[config.mk]
export PLATFORM = sky130hd
export DESIGN_NAME = uart_tx_arb_flat
export DESIGN_NICKNAME = d
export VERILOG_FILES = /design/src/rtl/uart_pkg.sv /design/src/rtl/uart_tx_arb_if.sv /design/src/rtl/uart_bit_timer.sv /design/src/rtl/uart_tx_arb.sv /design/src/flat_wrapper.sv
export SDC_FILE = /design/constraint.sdc
export NUM_CORES = 1
export LEC_CHECK = 0
export BUFFER_PORTS_ARGS = -buffer_cell sky130_fd_sc_hd__buf_2
export CORE_ASPECT_RATIO = 1.4
export CORE_UTILIZATION = 45
export DETAILED_ROUTE_END_ITERATION = 12
export PLACE_DENSITY = 0.74
export SETUP_SLACK_MARGIN = 0.05
export SLEW_MARGIN = 20
export SYNTH_ARGS = -nofsm -noshare
export SYNTH_HDL_FRONTEND = slang
export SYNTH_SLANG_ARGS = --single-unit
[constraint.sdc]
create_clock -name osc_clk -period 2 [get_ports osc_clk]
set_input_delay 0.2 -clock osc_clk [delete_from_list [all_inputs] [get_ports osc_clk]]
set_output_delay 0.2 -clock osc_clk [all_outputs]
set_load 0.05 [all_outputs]
[src/rtl/uart_pkg.sv]
// uart_pkg: shared constants and FSM encodings for the arbitrated UART transmitter.
//   DEFAULT_CLK_DIV : osc_clk cycles per bit (9600 Bd at 5 MHz)
//   DATA_BITS       : data bits per frame
//   IDX_W           : width of the data-bit index
//   tx_state_e      : transmitter FSM state encodings
package uart_pkg;

    localparam int unsigned DEFAULT_CLK_DIV = 521;
    localparam int unsigned DATA_BITS       = 8;
    localparam int unsigned IDX_W           = 3;

    typedef enum logic [2:0] {
        ST_IDLE   = 3'd0,
        ST_START  = 3'd1,
        ST_DATA   = 3'd2,
        ST_PARITY = 3'd3,
        ST_STOP   = 3'd4
    } tx_state_e;

endpackage

[src/rtl/uart_tx_arb_if.sv]
// uart_tx_arb_if: two-requester valid/ready byte handshake.
//   reqN_valid : requester N has a byte to send
//   reqN_data  : byte offered by requester N
//   reqN_ready : transmitter accepts the byte this cycle (when ANDed with valid)
// Modports: master = requester side, slave = transmitter side.
interface uart_tx_arb_if;
    import uart_pkg::*;

    logic                 req0_valid;
    logic                 req1_valid;
    logic [DATA_BITS-1:0] req0_data;
    logic [DATA_BITS-1:0] req1_data;
    logic                 req0_ready;
    logic                 req1_ready;

    modport master (
        output req0_valid, req1_valid, req0_data, req1_data,
        input  req0_ready, req1_ready
    );

    modport slave (
        input  req0_valid, req1_valid, req0_data, req1_data,
        output req0_ready, req1_ready
    );

endinterface

[src/rtl/uart_bit_timer.sv]
// uart_bit_timer: free-running bit-period counter 0..CLK_DIV-1.
//   osc_clk : clock
//   clear_i : hold counter at 0 (idle or reset)
//   tick_o  : high on the last cycle of each bit period
// Parameter CLK_DIV: cycles per bit (2..1023).
module uart_bit_timer
    import uart_pkg::*;
#(
    parameter int unsigned CLK_DIV = DEFAULT_CLK_DIV
) (
    input  logic osc_clk,
    input  logic clear_i,
    output logic tick_o
);

    localparam int unsigned CNT_W = (CLK_DIV > 1) ? $clog2(CLK_DIV) : 1;

    logic [CNT_W-1:0] cnt_q;
    logic [CNT_W-1:0] cnt_d;

    assign tick_o = (cnt_q == CNT_W'(CLK_DIV - 1));

    // Wrap to 0 after the last cycle of a period.
    always_comb begin
        cnt_d = cnt_q + CNT_W'(1);
        if (clear_i || tick_o) begin
            cnt_d = '0;
        end
    end

    always_ff @(posedge osc_clk) begin
        cnt_q <= cnt_d;
    end

endmodule

[src/rtl/uart_tx_arb.sv]
// uart_tx_arb: two-requester round-robin arbiter feeding an 8N1/8N2 UART transmitter.
//   osc_clk  : clock (rising edge)
//   rst      : synchronous active-high reset
//   req      : slave modport of uart_tx_arb_if (valid/data in, ready out)
//   txd      : serial line, idle high (registered)
//   busy     : high whenever the FSM is not idle
//   grant_id : requester owning the current or most recent frame
// Parameters: CLK_DIV cycles per bit (2..1023), STOP_BITS (1 or 2).
// Macro UART_TX_ARB_PARITY_EN adds an even-parity bit between data and stop.
module uart_tx_arb
    import uart_pkg::*;
#(
    parameter int unsigned CLK_DIV   = DEFAULT_CLK_DIV,
    parameter int unsigned STOP_BITS = 1
) (
    input  logic           osc_clk,
    input  logic           rst,
    uart_tx_arb_if.slave   req,
    output logic           txd,
    output logic           busy,
    output logic           grant_id
);

    tx_state_e            state_q;
    logic                 txd_q;
    logic [DATA_BITS-1:0] shift_q;
    logic [IDX_W-1:0]     bit_idx_q;
    logic                 stop_cnt_q;
    logic                 last_grant_q;
    logic                 grant_id_q;
`ifdef UART_TX_ARB_PARITY_EN
    logic                 parity_q;
`endif

    logic                 idle;
    logic                 tick;
    logic                 accept;
    logic                 win;
    logic [DATA_BITS-1:0] win_data;

    uart_bit_timer #(
        .CLK_DIV (CLK_DIV)
    ) u_timer (
        .osc_clk (osc_clk),
        .clear_i (rst || idle),
        .tick_o  (tick)
    );

    // Arbitration: sole valid wins; on a tie the requester not granted last time wins.
    assign idle           = (state_q == ST_IDLE);
    assign req.req0_ready = idle && !rst && req.req0_valid && (!req.req1_valid || last_grant_q);
    assign req.req1_ready = idle && !rst && req.req1_valid && (!req.req0_valid || !last_grant_q);
    assign accept         = (req.req0_valid && req.req0_ready) || (req.req1_valid && req.req1_ready);
    assign win            = req.req1_ready;
    assign win_data       = win ? req.req1_data : req.req0_data;

    assign txd      = txd_q;
    assign busy     = !idle;
    assign grant_id = grant_id_q;

    // Frame FSM; txd is driven one cycle ahead so it changes with the state.
    always_ff @(posedge osc_clk) begin
        if (rst) begin
            state_q      <= ST_IDLE;
            txd_q        <= 1'b1;
            shift_q      <= '0;
            bit_idx_q    <= '0;
            stop_cnt_q   <= 1'b0;
            last_grant_q <= 1'b1;
            grant_id_q   <= 1'b0;
`ifdef UART_TX_ARB_PARITY_EN
            parity_q     <= 1'b0;
`endif
        end else begin
            case (state_q)
                ST_IDLE: begin
                    if (accept) begin
                        state_q      <= ST_START;
                        txd_q        <= 1'b0;
                        shift_q      <= win_data;
                        last_grant_q <= win;
                        grant_id_q   <= win;
`ifdef UART_TX_ARB_PARITY_EN
                        parity_q     <= ^win_data;
`endif
                    end
                end
                ST_START: begin
                    if (tick) begin
                        state_q <= ST_DATA;
                        txd_q   <= shift_q[0];
                        shift_q <= shift_q >> 1;
                    end
                end
                ST_DATA: begin
                    if (tick) begin
                        if (bit_idx_q == IDX_W'(DATA_BITS - 1)) begin
                            bit_idx_q <= '0;
`ifdef UART_TX_ARB_PARITY_EN
                            state_q   <= ST_PARITY;
                            txd_q     <= parity_q;
`else
                            state_q   <= ST_STOP;
                            txd_q     <= 1'b1;
`endif
                        end else begin
                            bit_idx_q <= bit_idx_q + IDX_W'(1);
                            txd_q     <= shift_q[0];
                            shift_q   <= shift_q >> 1;
                        end
                    end
                end
`ifdef UART_TX_ARB_PARITY_EN
                ST_PARITY: begin
                    if (tick) begin
                        state_q <= ST_STOP;
                        txd_q   <= 1'b1;
                    end
                end
`endif
                ST_STOP: begin
                    if (tick) begin
                        if (stop_cnt_q == 1'(STOP_BITS - 1)) begin
                            stop_cnt_q <= 1'b0;
                            state_q    <= ST_IDLE;
                        end else begin
                            stop_cnt_q <= stop_cnt_q + 1'b1;
                        end
                    end
                end
                default: begin
                    state_q <= ST_IDLE;
                    txd_q   <= 1'b1;
                end
            endcase
        end
    end

endmodule
[src/flat_wrapper.sv]
// flat-port wrapper written by rule: the top's interface ports become plain ports
module uart_tx_arb_flat import uart_pkg::*;
#(
    parameter int unsigned CLK_DIV   = DEFAULT_CLK_DIV,
    parameter int unsigned STOP_BITS = 1
)
  (osc_clk, rst, txd, busy, grant_id, req_req0_valid, req_req1_valid, req_req0_data, req_req1_data, req_req0_ready, req_req1_ready);
  uart_tx_arb_if req_i ();
  input  logic osc_clk;
  input  logic rst;
  output logic txd;
  output logic busy;
  output logic grant_id;
  input wire logic [$bits(req_i.req0_valid)-1:0] req_req0_valid;
  input wire logic [$bits(req_i.req1_valid)-1:0] req_req1_valid;
  input wire logic [$bits(req_i.req0_data)-1:0] req_req0_data;
  input wire logic [$bits(req_i.req1_data)-1:0] req_req1_data;
  output wire logic [$bits(req_i.req0_ready)-1:0] req_req0_ready;
  output wire logic [$bits(req_i.req1_ready)-1:0] req_req1_ready;
  assign req_i.req0_valid = req_req0_valid;
  assign req_i.req1_valid = req_req1_valid;
  assign req_i.req0_data = req_req0_data;
  assign req_i.req1_data = req_req1_data;
  assign req_req0_ready = req_i.req0_ready;
  assign req_req1_ready = req_i.req1_ready;
  uart_tx_arb #(.CLK_DIV(CLK_DIV), .STOP_BITS(STOP_BITS)) u_core (.osc_clk(osc_clk), .rst(rst), .req(req_i), .txd(txd), .busy(busy), .grant_id(grant_id));
endmodule
After elaboration in Yosys (flattened, before gate mapping)
Cells that the tools add are included.
{"block": "word_totals", "inputBits": 20, "word_cells": 69, "register_bits": 28}
{"block": "op_classes", "n_reduce_logical": 25, "n_addsub": 3, "eq_ne": 12, "bitwise": 1, "n_mux": 20}
{"operator": "2-to-1 mux 8 bit", "n": 5}
{"operator": "case mux 8 bit (3 select lines)", "n": 1}
{"operator": "2-to-1 mux 3 bit", "n": 7}
{"operator": "!= test 2 bit, second input constant", "n": 6}
{"operator": "case mux 3 bit (4 select lines)", "n": 1}
{"operator": "adder 10 x 1 -> 10 bit, second input constant", "n": 1}
{"operator": "== test 10 bit, second input constant", "n": 1}
{"operator": "logical AND 1 bit", "n": 7}
{"operator": "== test 3 bit, second input constant", "n": 2}
{"operator": "AND reduction 2 bit", "n": 3}
{"operator": "AND reduction 6 bit", "n": 1}
{"operator": "logical NOT 1 bit", "n": 5}
{"operator": "logical OR 1 bit", "n": 5}
{"operator": "2-to-1 mux 1 bit", "n": 5}
{"operator": "AND reduction 5 bit", "n": 1}
{"operator": "case mux 1 bit (4 select lines)", "n": 1}
{"operator": "AND reduction 4 bit", "n": 1}
{"operator": "adder 3 x 1 -> 3 bit, second input constant", "n": 1}
{"operator": "== test 3 x 1 -> 1 bit, second input constant", "n": 1}
{"operator": "== test 3 x 2 -> 1 bit, second input constant", "n": 1}
{"operator": "logical NOT 3 bit", "n": 1}
{"operator": "nonzero test 3 bit", "n": 1}
{"operator": "!= test 2 x 1 -> 1 bit, second input constant", "n": 1}
{"operator": "adder 1 bit, second input constant", "n": 1}
{"operator": "inverter 1 bit", "n": 1}

Depth between registers and ports, before layout
Gate-level depths: netlist (run 1).
{"block": "logic_depth", "depth_word": 8, "depth_mapped": 8}

Hierarchy
Synthesis (run 1) repeated with hierarchy kept, for this count alone.
{"block": "unflattened", "cells_unflattened": 166, "area_unflattened_um2": 1455.1}
{"mod": "uart_tx_arb", "seq_area_each_um2": 340.3, "n_inst": 1, "cells_per_inst": 114, "area_per_inst_um2": 982.2}
{"mod": "uart_bit_timer", "seq_area_each_um2": 200.2, "n_inst": 1, "cells_per_inst": 52, "area_per_inst_um2": 473.0}

Least setup slack after synthesis (run 1)
OpenSTA, ideal clock, no wires.
{"block": "synth_timing", "path_type": "register to register", "startpoint": "reg u_core.state_q[2]", "endpoint": "reg u_core.last_grant_q", "required_ns": 1.812, "arrival_ns": 2.553, "synth_period_minus_slack_ns": 2.740, "n_path_buf": 2, "path_slack_ns": -0.740, "path_stages_with_launch": 6, "path_cell_list": "dfxtp_1 > clkbuf_1 > or4_4 > buf_6 > a211oi_1 > o21ai_0"}
{"block": "synth_between", "elab_chain_len": 7, "word_cells_on_any_way": 10, "cone_classes": "10 x reduce/logical"}
{"element": "start, declared", "line_no": "uart_tx_arb.sv:24", "rtl": "tx_state_e state_q;"}
{"element": "start signal, assigned", "line_no": "uart_tx_arb.sv:64", "rtl": "state_q <= ST_IDLE;"}
{"element": "start signal, assigned", "line_no": "uart_tx_arb.sv:78", "rtl": "state_q <= ST_START;"}
{"element": "start signal, assigned", "line_no": "uart_tx_arb.sv:90", "rtl": "state_q <= ST_DATA;"}
{"element": "logical NOT 3 bit", "line_no": "uart_tx_arb.sv:50", "rtl": "assign idle = (state_q == ST_IDLE);"}
{"element": "logical AND 1 bit (3 in a row)", "line_no": "uart_tx_arb.sv:51", "rtl": "assign req.req0_ready = idle && !rst && req.req0_valid && (!req.req1_valid || last_grant_q);"}
{"element": "net req_req0_ready", "line_no": "flat_wrapper.sv:18", "rtl": "output wire logic [$bits(req_i.req0_ready)-1:0] req_req0_ready;"}
{"element": "logical AND 1 bit", "line_no": "uart_tx_arb.sv:53", "rtl": "assign accept = (req.req0_valid && req.req0_ready) || (req.req1_valid && req.req1_ready);"}
{"element": "logical OR 1 bit", "line_no": "uart_tx_arb.sv:53"}
{"element": "AND reduction 2 bit (no line)"}
{"element": "end signal, assigned", "line_no": "uart_tx_arb.sv:81", "rtl": "last_grant_q <= win;"}
{"element": "end, declared", "line_no": "uart_tx_arb.sv:29", "rtl": "logic last_grant_q;"}
The timed path passes the listed nets, and every way through them passes these cells.
A chain may end at the register's enable or synchronous reset.

Worst setup path after layout (run 1)
{"block": "layout_timing", "startpoint": "reg u_core.state_q[2]", "endpoint": "out req_req0_ready"}
{"block": "layout_between", "elab_chain_len": 4}
{"element": "logical NOT 3 bit", "line_no": "uart_tx_arb.sv:50"}
{"element": "logical AND 1 bit (3 in a row)", "line_no": "uart_tx_arb.sv:51"}
{"element": "end, declared", "line_no": "flat_wrapper.sv:18"}
No other way between the ends.

==> flow_metrics.env, run 1 <==
export IMPL_avgRoutedWirePerCell_microns=13.3
export IMPL_synth_fp_nets=205
export IMPL_top_layer="met4"
export IMPL_wl_met2_microns=1680
export IMPL_wl_met1_microns=1430
export IMPL_fillers=306
export IMPL_yosysUniqueCellTypes=42
export IMPL_grt_overflow=0
export IMPL_die_area_sq_mm=0.00368
export IMPL_crit_start="u_core.state_q[2]"
export IMPL_critPathMaxFanout=5
export IMPL_cp_num_buf_inv=1
export IMPL_hpwl_microns=2420
export IMPL_postSynthCellCount=181
export IMPL_critical_path_class="flop to output port"
export IMPL_track_usage_pct=19.7
export IMPL_routed_wl_microns=3270
export IMPL_cp_start_kind="flop"
export IMPL_numCtsBuffers=3
export IMPL_min_period_over_period_pct=94.2
export IMPL_core_area_sq_mm=0.00318
export IMPL_first_pass_iters=4
export IMPL_vdd_ir_drop_worst_v=0.000677
export IMPL_grt_first_pass_wirelength_microns=5650
export IMPL_io_pins=25
export IMPL_ant_nets=0
export IMPL_route_met3_wl_microns=138
export IMPL_path_depth=3
export IMPL_worst_slew_pin_slew_ns=0.566
export IMPL_clk_latency_ns=0.27
export IMPL_reg2reg_from="u_core.u_timer.cnt_q[1]"
export IMPL_final_seq_area_sq_um=543
export IMPL_worstHoldPathCells=3
export IMPL_switching_share_pct=40.0
export IMPL_max_freq_ghz=0.531
export IMPL_stdcell_count=246
export IMPL_vias=1347
export IMPL_routed_via_density=5.48
export IMPL_area_growth_syn_to_layout_pct=15.8
export IMPL_grt_pass1_vias=1286
export IMPL_fin_tns_setup_ns=0
export IMPL_mostFrequentLayoutCells="25 x dfxtp_1, 23 x buf_2, 20 x nor2_1"
export IMPL_intPower_mw=1.25
export IMPL_grt_max_degree=17
export IMPL_finalHoldViolations=0
export IMPL_layout_commonest_cell="dfxtp_1"
export IMPL_synth_ff_type="dfxtp_1"
export IMPL_status="complete, no violations"
export IMPL_holdCritStartpoint="req_req1_valid"
export IMPL_p_switching_uw=836
export IMPL_place_area_sq_mm=0.00172
export IMPL_p_seq_share_pct=37.1
export IMPL_cts_tree="built"
export IMPL_antenna_found_initial=0
export IMPL_path_clk_slew_ns=0.09
export IMPL_crit_family="simple AND/OR/NAND/NOR gates"
export IMPL_hold_buffers=0
export IMPL_io_buffers=24
export IMPL_die_h_microns=71.3
export IMPL_setup_ws_ns=0.117
export IMPL_yosys_top_cells_area="dfxtp_1 35%, mux2i_1 6.5%, nor2_1 5.1%"
export IMPL_dp_cells=241
export IMPL_yosys_area_top_type_share_pct=35.0
export IMPL_multiInputGateArea_sq_um=921
export IMPL_yosysWarnings=0
export IMPL_cp_arrival_ns=1.68
export IMPL_end_kind="output port"
export IMPL_ff2ff_path_depth=7
export IMPL_leakage_nw=0.703
export IMPL_power_frac_clock_pct=14.9
export IMPL_rsz0062_at_grt="no"
export IMPL_synth_cell_area_sq_mm=0.00155
export IMPL_clock_skew_ns=0.00231
export IMPL_num_rows=24
export IMPL_slew_headroom_pct=61.9
export IMPL_cellPowerDensity_mw_per_mm2=1170
export IMPL_synth_edf_count=0
export IMPL_crit_required_ns=1.80
export IMPL_async_reset_ff_share_pct=0
export IMPL_cp_slowest_cell="or4_4"
export IMPL_drive_above_1_share_pct=24.6
export IMPL_p_comb_share_pct=47.9
export IMPL_clockRootBuffer="clkbuf_8"
export IMPL_final_setup_viol_count=0
export IMPL_cts_sinks=27
export IMPL_final_area_sq_mm=0.00179
export IMPL_clock_path_buffers=2
export IMPL_remaining_drc_errors=0
export IMPL_critPathMaxStageDelay_ns=0.60
export IMPL_synth_top_area_cell="dfxtp_1"
export IMPL_postSynthAreaPerCell_sq_um=8.54
export IMPL_path_cells="or4_4 -> a211oi_4 -> buf_6"
export IMPL_final_nets=232
export IMPL_htreeDepth=1
export IMPL_finalHoldWorstSlack_ns=0.306
export IMPL_drtIter0Drc=43
export IMPL_layout_min_cycle_time_ns=1.88
export IMPL_place_gp_congestion=0.754
export IMPL_start_util_pct=48.5
export IMPL_final_max_slew_violation_count=0
export IMPL_ys_ff_latch=27
export IMPL_drv_cap=0
export IMPL_holdCritPathClass="input port to flop"
export IMPL_place_ws_ns=0.155
export IMPL_antenna_diode_count=0
export IMPL_ys_seq_area_share_pct=35.0
export IMPL_fp_dieW_microns=51.5
-- worst paths after layout --
path | slack [ns] | to
hold / removal | 0.31 | u_core.last_grant_q
setup reg to reg | 0.20 | u_core.shift_q[3]
hold reg to reg | 0.47 | u_core.bit_idx_q[2]
setup / recovery | 0.12 | req_req0_ready
-- layer usage --
| layer | vias to the layer above | global-route usage [%] |
|---|---|---|
| met5 | - | 0 |
| met4 | 0 | 5.41 |
| met3 | 2 | 2.55 |
| met2 | 33 | 35.6 |
| met1 | 620 | 23.8 |
| li1 | 692 | - |
-- power groups by stage --
stage          logic (mW)  clock network, mW  registers (mW)
6_report             1.00              0.312           0.776
5_1_grt              1.09              0.346           0.788
4_1_cts              1.00              0.324           0.773
3_5_place_dp        0.984                  0           0.782
3_3_place_gp        0.977                  0           0.778
2_1_floorplan       0.783                  0           0.771
-- registers in the layout, summed over array words and instances (netlist names) --
signal,count
u_core.last_grant_q,1
u_core.shift_q,8
u_core.grant_id,1
u_core.bit_idx_q,3
u_core.u_timer.cnt_q,10
u_core.txd,1
u_core.state_q,3
-- repair_timing --
| action | 4_1_cts | 5_1_grt |
|---|---|---|
| endpoints found under the setup margin | 2 | 0 |
| resized for setup | 4 | 0 |
| endpoints found under the hold margin | 0 | 0 |
| buffers inserted | 1 | 0 |
-- metrics by stage --
step	utilization [%]	power [mW]
4_1_cts	56.2	2.10
3_3_place_gp	54.2	1.75
5_1_grt	56.2	2.23
3_5_place_dp	54.2	1.77
6_report	56.2	2.09
2_1_floorplan	-	1.55
-- cell families after synthesis --
logic type	synth area share (%)
XOR/XNOR	6.32
adder cells (fa/ha/maj)	3.24
AND/OR/NAND/NOR	25.4
buffers and inverters	6.40
flip-flops	35.0
multiplexers	8.18
AO/OA/AOI/OAI	15.5
-- synth_stat cells, types with 2 or more instances --
library cell,n
a21oi_1,5
a311o_1,7
buf_4,2
buf_6,2
clkbuf_1,6
dfxtp_1,27
ha_1,4
inv_1,8
mux2i_1,10
nand2_1,18
nand3_1,15
nor2_1,21
nor3_1,10
o21ai_0,11
or3_1,2
xnor2_1,6
xor2_1,2
-- area by class of cell --
class,instances,share of cell area [%]
Sequential cell,27,30.3
Timing Repair Buffer,33,10.8
Clock buffer,3,2.31
Inverter,9,1.89
Tap cell,39,2.73
Multi-Input combinational cell,134,51.5
Clock inverter,1,0.420
-- worst min-delay path: stages --
cell and delay, ns:
buf_2 0.13, a211oi_4 0.08, o21ai_0 0.14
No activity file was read; power rests on OpenSTA's default activity.
==> run 2: changes to the inputs <==
--- a/config.mk
+++ b/config.mk
@@ -6,10 +6,13 @@
 export NUM_CORES = 1
 export LEC_CHECK = 0
 export BUFFER_PORTS_ARGS = -buffer_cell sky130_fd_sc_hd__buf_2
+export CELL_PAD_IN_SITES_DETAIL_PLACEMENT = 1
+export CELL_PAD_IN_SITES_GLOBAL_PLACEMENT = 1
 export CORE_ASPECT_RATIO = 1.4
-export CORE_UTILIZATION = 45
+export CORE_UTILIZATION = 37
 export DETAILED_ROUTE_END_ITERATION = 12
-export PLACE_DENSITY = 0.74
+export GPL_TIMING_DRIVEN = 0
+export PLACE_DENSITY = 0.8
 export SETUP_SLACK_MARGIN = 0.05
 export SLEW_MARGIN = 20
 export SYNTH_ARGS = -nofsm -noshare
==> flow_metrics.env, run 2 (synthesized netlist as in run 1, its figures left out) <==
export IMPL_antenna_diode_count=0
export IMPL_cellPowerDensity_mw_per_mm2=1210
export IMPL_start_util_pct=39.1
export IMPL_drive_above_1_share_pct=26.9
export IMPL_vias=1426
export IMPL_critPathMaxFanout=4
export IMPL_clock_path_buffers=2
export IMPL_cts_sinks=27
export IMPL_critPathMaxStageDelay_ns=0.52
export IMPL_cp_arrival_ns=1.79
export IMPL_cts_tree="built"
export IMPL_cp_start_kind="flop"
export IMPL_hpwl_microns=2780
export IMPL_slew_headroom_pct=61.0
export IMPL_ant_nets=0
export IMPL_vdd_ir_drop_worst_v=0.000677
export IMPL_routed_wl_microns=4060
export IMPL_crit_required_ns=1.80
export IMPL_holdCritPathClass="input port to flop"
export IMPL_clock_skew_ns=0.00754
export IMPL_place_ws_ns=-0.0386
export IMPL_min_period_over_period_pct=99.7
export IMPL_path_clk_slew_ns=0.10
export IMPL_top_register="u_core.u_timer.cnt_q"
export IMPL_finalHoldViolations=0
export IMPL_cp_slowest_cell="or4_4"
export IMPL_cp_common_cell="buf_6"
export IMPL_numCtsBuffers=3
export IMPL_final_nets=241
export IMPL_p_total_mw=2.28
export IMPL_top_regs="u_core.u_timer.cnt_q x10, u_core.shift_q x8"
export IMPL_area_growth_syn_to_layout_pct=22.4
export IMPL_layout_commonest_cell="dfxtp_1"
export IMPL_critical_path_class="flop to output port"
export IMPL_final_max_slew_violation_count=0
export IMPL_remaining_drc_errors=0
export IMPL_drv_cap=0
export IMPL_grt_pass1_vias=1490
export IMPL_end_kind="output port"
export IMPL_largest_reg_flops=10
export IMPL_drtIter0Drc=52
export IMPL_final_setup_viol_count=0
export IMPL_grt_max_degree=16
export IMPL_grt_overflow=0
export IMPL_final_area_sq_mm=0.00189
export IMPL_num_rows=27
export IMPL_die_h_microns=78.5
export IMPL_antenna_found_initial=0
export IMPL_path_cells="buf_6 -> or4_4 -> buf_8 -> a211oi_4 -> buf_6"
export IMPL_leakage_nw=0.752
export IMPL_fin_tns_setup_ns=0
export IMPL_status="complete, no violations"
export IMPL_place_gp_congestion=0.796
export IMPL_layout_min_cycle_time_ns=1.99
export IMPL_core_area_sq_mm=0.00395
export IMPL_mostFrequentLayoutCells="24 x dfxtp_1, 23 x buf_2, 20 x nor2_1"
export IMPL_fin_util_pct=47.9
export IMPL_avgRoutedWirePerCell_microns=15.7
export IMPL_clk_latency_ns=0.28
export IMPL_first_pass_iters=4
export IMPL_place_area_sq_mm=0.00173
export IMPL_htreeDepth=1
export IMPL_grt_first_pass_wirelength_microns=6780
export IMPL_io_buffers=24
export IMPL_io_pins=25
export IMPL_fp_dieW_microns=56.6
export IMPL_max_freq_ghz=0.501
export IMPL_clockRootBuffer="clkbuf_8"
export IMPL_worst_slew_pin_slew_ns=0.579
export IMPL_setup_ws_ns=0.00574
export IMPL_die_area_sq_mm=0.00444
export IMPL_rsz0062_at_grt="yes"
export IMPL_routed_via_density=5.51
export IMPL_track_usage_pct=19.9
-- run 2: what timing repair did --
action                                  CTS  global route
gates cloned                              0             0
resized for setup                         9             3
hold buffers                              0             0
endpoints found under the setup margin   13            13
pin swaps                                 3             3
setup buffers                             8             2
-- run 2: stage by stage --
stage	hold slack, ns	instances
2_1_floorplan	0.438	181
4_1_cts	0.269	258
6_report	0.273	259
3_3_place_gp	0.446	248
3_5_place_dp	0.455	248
5_1_grt	0.342	259
-- run 2: layer usage --
metal | share of wire (%) | routed length [microns] | vias to the layer above | track usage, %
met4 | 3.1 | 126 | 0 | 10.7
li1 | - | - | 706 | -
met5 | 0 | 0 | - | 0
met1 | 40 | 1630 | 692 | 20.1
met2 | 55 | 2220 | 21 | 38.0
met3 | 2.1 | 86 | 7 | 2.80
-- run 2: critical path: cells and delay by family (launching register included) --
family	cells	cell delay (ns)
AOI/OAI and AO/OA	1	0.20
DFF	1	0.32
and+or+nand+nor	1	0.52
buffers and inverters	3	0.47
-- run 2: where the power goes --
| group | internal (mW) | total [mW] | leakage (nW) | switching [mW] |
|---|---|---|---|---|
| clock | 0.140 | 0.318 | 0.0255 | 0.178 |
| combinational | 0.569 | 1.23 | 0.505 | 0.663 |
| sequential | 0.662 | 0.732 | 0.222 | 0.0692 |
-- run 2: final cells by class --
type	count	area, sq um
Buffer	8	57.6
Sequential cell	27	547
Fill cell	480	2060
Timing Repair Buffer	34	233
Multi-Input combinational cell	134	921
Clock buffer	3	41.3
Clock inverter	1	5.00
Inverter	9	33.8
Tap cell	43	53.8
-- run 2: path summary, 6_finish.rpt --
| check | start | endpoint | slack, ns | cells past startpoint |
|---|---|---|---|---|
| setup / recovery | u_core.state_q[0] | req_req0_ready | 0.006 | 5 |
| hold / removal | req_req1_valid | u_core.last_grant_q | 0.27 | 3 |
| setup reg to reg | u_core.state_q[0] | u_core.shift_q[7] | 0.04 | 7 |
| hold reg to reg | u_core.u_timer.cnt_q[0] | u_core.u_timer.cnt_q[0] | 0.45 | 1 |
